[config.mk]
export PLATFORM = sky130hd
export DESIGN_NAME = mem_access
export DESIGN_NICKNAME = d
export VERILOG_FILES = /design/src/rtl/mem_access.sv
export SDC_FILE = /design/constraint.sdc
export NUM_CORES = 1
export LEC_CHECK = 0
export ABC_CLOCK_PERIOD_IN_PS = 2780
export BUFFER_PORTS_ARGS = -buffer_cell sky130_fd_sc_hd__buf_2
export CAP_MARGIN = 20
export CORE_ASPECT_RATIO = 0.7
export CORE_MARGIN = 2
export CORE_UTILIZATION = 47
export CTS_BUF_LIST = sky130_fd_sc_hd__clkbuf_16
export CTS_CLUSTER_DIAMETER = 80
export DETAILED_ROUTE_END_ITERATION = 8
export GPL_TIMING_DRIVEN = 1
export HOLD_SLACK_MARGIN = 0.08
export MAX_ROUTING_LAYER = met4
export PLACE_DENSITY = 0.8
export SYNTH_ARGS = -nofsm -noshare
export SYNTH_HDL_FRONTEND = slang
export SYNTH_SLANG_ARGS = --single-unit
export TNS_END_PERCENT = 1
[constraint.sdc]
create_clock -name clk -period 2.78 [get_ports clk]
set_clock_uncertainty 0.05 [all_clocks]
set_input_delay 0.139 -clock clk [delete_from_list [all_inputs] [get_ports clk]]
set_output_delay 0.139 -clock clk [all_outputs]
set_load 0.01 [all_outputs]
[src/rtl/mem_access.sv]
// mem_access: MEM pipeline stage. Runs req/ack data-bus cycles for loads/stores and passes other ops to WB.
// Define MEM_ALIGN_CHECK_EN to fault misaligned word accesses without starting a bus cycle.

module mem_access #(
    parameter int unsigned TIMEOUT = 16
) (
    input  logic        clk,
    input  logic        rst,
    input  logic [4:0]  mem_wd,
    input  logic        mem_wreg,
    input  logic [31:0] mem_wdata,
    input  logic [2:0]  mem_op,
    input  logic [31:0] mem_addr,
    input  logic [31:0] mem_sdata,
    input  logic        bus_ack,
    input  logic        bus_err,
    input  logic [31:0] bus_rdata,
    output logic        bus_req,
    output logic        bus_we,
    output logic [31:0] bus_addr,
    output logic [3:0]  bus_sel,
    output logic [31:0] bus_wdata,
    output logic        stallreq,
    output logic [4:0]  wb_wd,
    output logic        wb_wreg,
    output logic [31:0] wb_wdata,
    output logic        mem_fault
);

    localparam int unsigned CW = $clog2(TIMEOUT + 1);

    typedef enum logic {
        IDLE,
        BUS
    } state_t;

    state_t          state_q;
    logic [CW-1:0]   cnt_q;
    logic            sext_q;
    logic            word_q;
    logic            load_q;
    logic [1:0]      off_q;

    logic            bus_req_q;
    logic            bus_we_q;
    logic [31:0]     bus_addr_q;
    logic [3:0]      bus_sel_q;
    logic [31:0]     bus_wdata_q;
    logic [4:0]      wb_wd_q;
    logic            wb_wreg_q;
    logic [31:0]     wb_wdata_q;
    logic            mem_fault_q;

    logic            op_load;
    logic            op_store;
    logic            op_word;
    logic            op_signed;
    logic            misaligned;
    logic            start;
    logic            timeout;
    logic [3:0]      sel_d;
    logic [31:0]     wdata_d;
    logic [7:0]      rbyte;
    logic [31:0]     ld_data_d;

    always_comb begin
        op_load   = 1'b0;
        op_store  = 1'b0;
        op_word   = 1'b0;
        op_signed = 1'b0;
        case (mem_op)
            3'b001: begin op_load  = 1'b1; op_signed = 1'b1; end
            3'b010: begin op_load  = 1'b1; end
            3'b011: begin op_load  = 1'b1; op_word   = 1'b1; end
            3'b100: begin op_store = 1'b1; end
            3'b101: begin op_store = 1'b1; op_word   = 1'b1; end
            default: ;
        endcase
    end

`ifdef MEM_ALIGN_CHECK_EN
    assign misaligned = op_word && (mem_addr[1:0] != 2'b00);
`else
    assign misaligned = 1'b0;
`endif

    assign start   = (op_load | op_store) & ~misaligned;
    assign timeout = (cnt_q == CW'(TIMEOUT - 1));

    // Big-endian lanes: byte offset 0 lives in bits 31:24.
    assign sel_d   = op_word ? 4'b1111 : (4'b1000 >> mem_addr[1:0]);
    assign wdata_d = op_word ? mem_sdata : {4{mem_sdata[7:0]}};

    always_comb begin
        rbyte = '0;
        case (off_q)
            2'd0: rbyte = bus_rdata[31:24];
            2'd1: rbyte = bus_rdata[23:16];
            2'd2: rbyte = bus_rdata[15:8];
            2'd3: rbyte = bus_rdata[7:0];
            default: rbyte = '0;
        endcase
    end

    always_comb begin
        if (word_q) begin
            ld_data_d = bus_rdata;
        end else if (sext_q) begin
            ld_data_d = {{24{rbyte[7]}}, rbyte};
        end else begin
            ld_data_d = {24'h000000, rbyte};
        end
    end

    always_comb begin
        stallreq = 1'b0;
        case (state_q)
            IDLE:    stallreq = start;
            BUS:     stallreq = ~(bus_ack | bus_err | timeout);
            default: stallreq = 1'b0;
        endcase
    end

    always_ff @(posedge clk or negedge rst) begin
        if (!rst) begin
            state_q     <= IDLE;
            cnt_q       <= '0;
            sext_q      <= 1'b0;
            word_q      <= 1'b0;
            load_q      <= 1'b0;
            off_q       <= '0;
            bus_req_q   <= 1'b0;
            bus_we_q    <= 1'b0;
            bus_addr_q  <= '0;
            bus_sel_q   <= '0;
            bus_wdata_q <= '0;
            wb_wd_q     <= '0;
            wb_wreg_q   <= 1'b0;
            wb_wdata_q  <= '0;
            mem_fault_q <= 1'b0;
        end else begin
            mem_fault_q <= 1'b0;
            case (state_q)
                IDLE: begin
                    if (start) begin
                        state_q     <= BUS;
                        cnt_q       <= '0;
                        sext_q      <= op_signed;
                        word_q      <= op_word;
                        load_q      <= op_load;
                        off_q       <= mem_addr[1:0];
                        bus_req_q   <= 1'b1;
                        bus_we_q    <= op_store;
                        bus_addr_q  <= {mem_addr[31:2], 2'b00};
                        bus_sel_q   <= sel_d;
                        bus_wdata_q <= wdata_d;
                        wb_wreg_q   <= 1'b0;
                    end else if (misaligned) begin
                        mem_fault_q <= 1'b1;
                        wb_wreg_q   <= 1'b0;
                    end else begin
                        wb_wd_q     <= mem_wd;
                        wb_wreg_q   <= mem_wreg;
                        wb_wdata_q  <= mem_wdata;
                    end
                end
                BUS: begin
                    // Error outranks a simultaneous ack; an ack on the last counted cycle still succeeds.
                    if (bus_err) begin
                        state_q     <= IDLE;
                        bus_req_q   <= 1'b0;
                        mem_fault_q <= 1'b1;
                        wb_wreg_q   <= 1'b0;
                    end else if (bus_ack) begin
                        state_q   <= IDLE;
                        bus_req_q <= 1'b0;
                        if (load_q) begin
                            wb_wd_q    <= mem_wd;
                            wb_wreg_q  <= mem_wreg;
                            wb_wdata_q <= ld_data_d;
                        end else begin
                            wb_wreg_q  <= 1'b0;
                        end
                    end else if (timeout) begin
                        state_q     <= IDLE;
                        bus_req_q   <= 1'b0;
                        mem_fault_q <= 1'b1;
                        wb_wreg_q   <= 1'b0;
                    end else begin
                        cnt_q <= cnt_q + CW'(1);
                    end
                end
                default: state_q <= IDLE;
            endcase
        end
    end

    assign bus_req   = bus_req_q;
    assign bus_we    = bus_we_q;
    assign bus_addr  = bus_addr_q;
    assign bus_sel   = bus_sel_q;
    assign bus_wdata = bus_wdata_q;
    assign wb_wd     = wb_wd_q;
    assign wb_wreg   = wb_wreg_q;
    assign wb_wdata  = wb_wdata_q;
    assign mem_fault = mem_fault_q;

endmodule

# --- Word-level counts from Yosys, hierarchy flattened ---
# Cells that the tools add are included.
word_totals:
  mem_count: 0
  out_inout_bits: 110
  latch_bits: 0
  mem_bits_ro: 0
  wordCells: 91
  inputBits: 141
  register_bits: 118
  ramBits: 0
op_classes:
  add_sub_neg: 1
  multipliers: 0
  div_mod_pow: 0
  n_lt_le_gt_ge: 0
  mux: 44
  bitwise_logic: 5
  eq_ne: 17
  shift: 1
  reduce_logical: 8
ops:
  columns: ["op", "count"]
  rows:
  - ["two-way mux 32 bit", 7]
  - ["one-hot mux 32 bit (2 select lines)", 1]
  - ["two-way mux 5 bit", 8]
  - ["one-hot mux 8 bit (4 select lines)", 1]
  - ["one-hot mux 5 bit (2 select lines)", 2]
  - ["two-way mux 1 bit", 19]
  - ["inequality test 2 bit, second input constant", 6]
  - ["one-hot mux 1 bit (2 select lines)", 5]
  - ["AND reduction 4 bit", 2]
  - ["== test 3 x 2 -> 1 bit, second input constant", 2]
  - ["== test 3 bit, second input constant", 2]
  - ["adder 5 x 1 -> 5 bit, second input constant", 1]
  - ["== test 5 x 4 -> 1 bit, second input constant", 1]
  - ["== test 2 bit, second input constant", 2]
  - ["two-way mux 4 bit", 1]
  - ["inequality test 4 x 3 -> 1 bit, second input constant", 1]
  - ["AND reduction 2 bit", 2]
  - ["OR reduction 2 bit", 2]
  - [">> shifter 4 x 2 -> 4 bit, first input constant", 1]
  - ["== test 3 x 1 -> 1 bit, second input constant", 1]
  - ["OR 1 bit", 3]
  - ["OR reduction 3 bit", 1]
  - ["== test 2 x 1 -> 1 bit, second input constant", 1]
  - ["logical NOT 2 bit", 1]
  - ["2 further kinds", 3]

# --- Logic depth before layout (Yosys ltp) ---
depth:
  depth_word: 8
  mapped_depth: 8
  ltp_nobuf: 7

# --- Worst setup path after synthesis ---
# OpenSTA, ideal clock, no wires.
synth_path:
  path_type: "reg2reg"
  start: "register cnt_q[0]"
  end: "register cnt_q[0]"
  stages_incl_launch_ff: 8
  setup_slack_ns: 0.742
  synth_period_minus_slack_ns: 2.038
  path_buffers: 1
  setup_time_ns: 0.130
  arrival_ns: 1.858
  required_ns: 2.600
  cell_sequence: "dfrtp_1 ha_1 and3_1 ha_1 or4b_2 buf_1 nand3_1 o21ai_0"
synth_between:
  elab_chain_cells: 5
  word_cells_on_any_way: 8
  classes_between: "add/sub (1); eq/ne (2); mux (4); reduce/logical (1)"
synth_rtl:
  columns: ["item", "line_no", "text"]
  rows:
  - ["start: declaration", "38", "logic [CW-1:0] cnt_q;"]
  - ["start signal: assignment", "190", "cnt_q <= cnt_q + CW'(1);"]
  - ["adder 5 x 1 -> 5 bit", "190", null]
  - ["two-way mux 5 bit", "184", "end else if (timeout) begin"]
  - ["two-way mux 5 bit", "174", "end else if (bus_ack) begin"]
  - ["two-way mux 5 bit", "169", "if (bus_err) begin"]
  - ["one-hot mux 5 bit (2 select lines)", "143", "case (state_q)"]
# Parallel ways exist; a longest one is shown, timed or not. The select of a mux whose other input is x is not followed.
# A chain may end at the register's enable or synchronous reset.

# --- Final worst setup path ---
layout_path:
  start: "input port mem_op[2]"
  end: "register wb_wdata_q[2], in the netlist wb_wdata[2]"
layout_between:
  elab_chain_cells: 6
  word_cells_on_any_way: 12
  classes_between: "eq/ne (6); mux (2); bitwise (1); reduce/logical (3)"
layout_rtl:
  columns: ["item", "line_no", "text"]
  rows:
  - ["start: declaration", "12", "input logic [2:0] mem_op,"]
  - ["== test 3 x 1 -> 1 bit, or another cell as far along", "71", "case (mem_op)"]
  - ["OR reduction 3 bit (no line) / OR reduction 2 bit (equally long branches)", null, null]
  - ["two-way mux 1 bit", "71", null]
  - ["OR 1 bit *", "87", "assign start = (op_load | op_store) & ~misaligned;"]
  - ["inequality test 2 bit (no line) *", null, null]
  - ["AND reduction 4 bit (no line) *", null, null]
  - ["end signal: assignment", "164", "wb_wdata_q <= mem_wdata;"]
  - ["end signal: assignment", "180", "wb_wdata_q <= ld_data_d;"]
  - ["end: declaration", "51", "logic [31:0] wb_wdata_q;"]
# Every way passes the cells marked *; elsewhere a longest branch is shown, timed or not.

==> results_dict.tcl <==
set metrics [dict create \
    finalWirelength_um 19700 \
    finalSetupViolCount 0 \
    syn_inst 542 \
    grt_pass1_wl_um 31400 \
    drt-wirelength-per-cell_um 18.2 \
    slew_headroom_pct 50.8 \
    hold_viol 0 \
    detail-route-antenna-nets 0 \
    final_common_cell "buf_2" \
    design_area_um2 8660 \
    synth_edf_count 0 \
    grt_util_met2_pct 54.7 \
    rows 32 \
    synth_flop_cell "dfrtp_1" \
    synth_cell_types 48 \
    tightest_slew_ps 738 \
    dpl.cell_count 915 \
    dpl-instance-area_um2 6760 \
    cts_buffers 17 \
    vias 5865 \
    status "finished clean" \
    post-place-ws_ps 557 \
    drive_gt1_share_pct 35.5 \
    drt_first_iter_violations 421 \
    io_buffers 248 \
    critPathMaxFanout 31 \
    rsz0062_at_grt "false" \
    core_um2 11100 \
    cts_max_path_buffers 2 \
    syn_area_um2 5430 \
    clkTransAtPathRegs_ps 50 \
    power_density_nw_per_um2 830 \
    synth_seq_cells 118 \
    cp-end-kind "register" \
    peakVddDrop_mv 0.464 \
    cts_sinks 118 \
    clkLatencyLatePin_ps 400 \
    setup_ws_ps 113 \
    post-dp-hpwl_um 11800 \
    layout_common_cells "buf_2 (247), nand2_1 (156), dlygate4sd3_1 (132)" \
    die_h_um 93.9 \
    cts.root.buffer_cell "clkbuf_16" \
    cp.required_ps 3070 \
    grt_pass1_vias 6165 \
    leakage_nw 4.32 \
    arrival_ps 2960 \
    met3_usage_pct 9.12 \
    synthArstFlopShare_pct 100 \
    critPathLaunchType "input pin" \
    die_width_um 132 \
    cp_top_family "buffers and inverters" \
    crit_type "input pin to register" \
    antenna_found_initial 0 \
    dr.pass1.iters 4 \
    avgSynthCellArea_um2 10.0 \
    drv_cap 0 \
    drcViolationCount 0 \
    period_share_pct 96.0 \
    place_congestion 0.903 \
    fp.dieArea_um2 12400 \
    yosysWarnings 0 \
    path_cells "dlygate4sd3_1 -> buf_2 -> or3_4 -> nand2_2 -> buf_4 -> nand3b_1 -> nand3_1 -> dlygate4sd3_1" \
    max_freq_ghz 0.375 \
    post_cts_resized 0 \
    layout.nets 1057 \
    cp.buffers_inverters 4 \
    area_growth_pct 59.6 \
    grt_max_degree 57 \
    fin_crit_ps 2670 \
    ioPinCount 251 \
    crit_top_cell "dlygate4sd3_1" \
    cpPeakStageDelay_ps 550 \
    tns_ps 0 \
    drt-vias-per-instance 5.43 \
    fin_cells 1080 \
    start_util_pct 48.7 \
    grt.busiest_layer "met2" \
    gr-usage-all-layers_pct 33.2 \
    maxSlewViolCount 0 \
    grt.overflow.total 0 \
    fin_util_pct 77.8 \
    grt_util_met1_pct 39.5 \
    cts_tree "built" \
    hold_path.class "input pin to register" \
    synth_seq_area_share_pct 54.4 \
    cts-htree-levels 4 \
    slowest_stage "dlygate4sd3_1" \
]
synth_stat cells (all sizes together), types with 6 or more instances:
| library cell | n | share of area [%] |
|---|---|---|
| a211o | 8 | 1.3 |
| a211oi | 25 | 4.1 |
| a21oi | 8 | 0.81 |
| a221o | 16 | 3.0 |
| and3 | 9 | 1.0 |
| buf | 32 | 3.6 |
| clkbuf | 11 | 0.76 |
| dfrtp | 118 | 54 |
| mux2 | 11 | 2.3 |
| nand2 | 157 | 11 |
| nand2b | 8 | 0.92 |
| nand3 | 9 | 0.83 |
| nand3b | 9 | 1.2 |
| nor2 | 34 | 2.4 |
| nor3 | 25 | 3.3 |
| nor3b | 9 | 1.2 |
| o21ai | 9 | 0.83 |
| o221ai | 6 | 0.97 |
| o22a | 6 | 0.97 |
worst register-to-register path: stages (launching register included):
cell and delay [ps]:
dfrtp_2 490, a21oi_2 250, and2_4 550, buf_4 340, nor3_2 60, a211oi_2 230
dlygate4sd3_1 610
what timing repair did:
item | CTS | global route
endpoints found under the setup margin | 0 | 13
hold buffers | 132 | 0
setup buffers | 0 | 1
hold endpoints to repair | 160 | 0
report_power, final:
part / switching (W) / total (W) / internal, W
registers: 0.000372 / 0.00260 / 0.00223
clock network: 0.000754 / 0.00213 / 0.00138
logic: 0.00127 / 0.00245 / 0.00118
total: 0.00240 / 0.00719 / 0.00479
state kept, by name (all words and copies together), names as in the netlist:
name,flops
bus_sel,4
wb_wd,5
bus_req,1
bus_wdata,32
sext_q,1
state_q,1
off_q,2
wb_wdata,32
mem_fault,1
wb_wreg,1
word_q,1
cnt_q,5
bus_addr,30
load_q,1
bus_we,1
metrics by stage:
step / hold WS [ps] / total power, W
2_1_floorplan: -207 / 0.00371
3_3_place_gp: 183 / 0.00453
3_5_place_dp: 197 / 0.00461
4_1_cts: 82.2 / 0.00710
5_1_grt: 87.9 / 0.00754
6_report: 99.3 / 0.00719
cells by family (layout without fill, tap and decap cells):
kind of cell | after synthesis | in the layout | synth area share, %
fa+ha+maj | 2 | 2 | 0.461
mux | 16 | 16 | 3.44
xor+xnor | 3 | 3 | 0.484
flops | 118 | 118 | 54.4
compound gates | 88 | 88 | 13.6
other cells | 1 | 3 | 0.0691
buf+inv | 47 | 430 | 4.61
simple gates | 267 | 267 | 22.9
layer usage:
| layer | part of all wire (%) | wire [um] |
|---|---|---|
| met1 | 41 | 7990 |
| met2 | 49 | 9590 |
| met3 | 8.1 | 1590 |
| met4 | 2.7 | 537 |
| met5 | 0 | 0 |
final timing paths:
kind / depth (start not counted) / from / endpoint / slack, ps
min in group asynchronous: 2 / rst / bus_wdata[0] / 320
max: 8 / mem_op[2] / wb_wdata[2] / 110
min reg2reg: 2 / bus_addr[17] / bus_addr[17] / 420
min: 3 / mem_sdata[30] / bus_wdata[30] / 100
max reg2reg: 6 / state_q / wb_wdata[5] / 140
max in group asynchronous: 3 / rst / wb_wdata[12] / 1650
final cells by class:
type / instances / area, um2
Antenna cell: 1 / 2.50
Clock buffer: 17 / 425
Clock inverter: 14 / 144
Fill cell: 700 / 2470
Inverter: 4 / 15.0
Multi-Input combinational cell: 378 / 2240
Sequential cell: 118 / 2950
Tap cell: 153 / 191
Timing Repair Buffer: 395 / 2690
No activity file was read; power rests on OpenSTA's default activity.
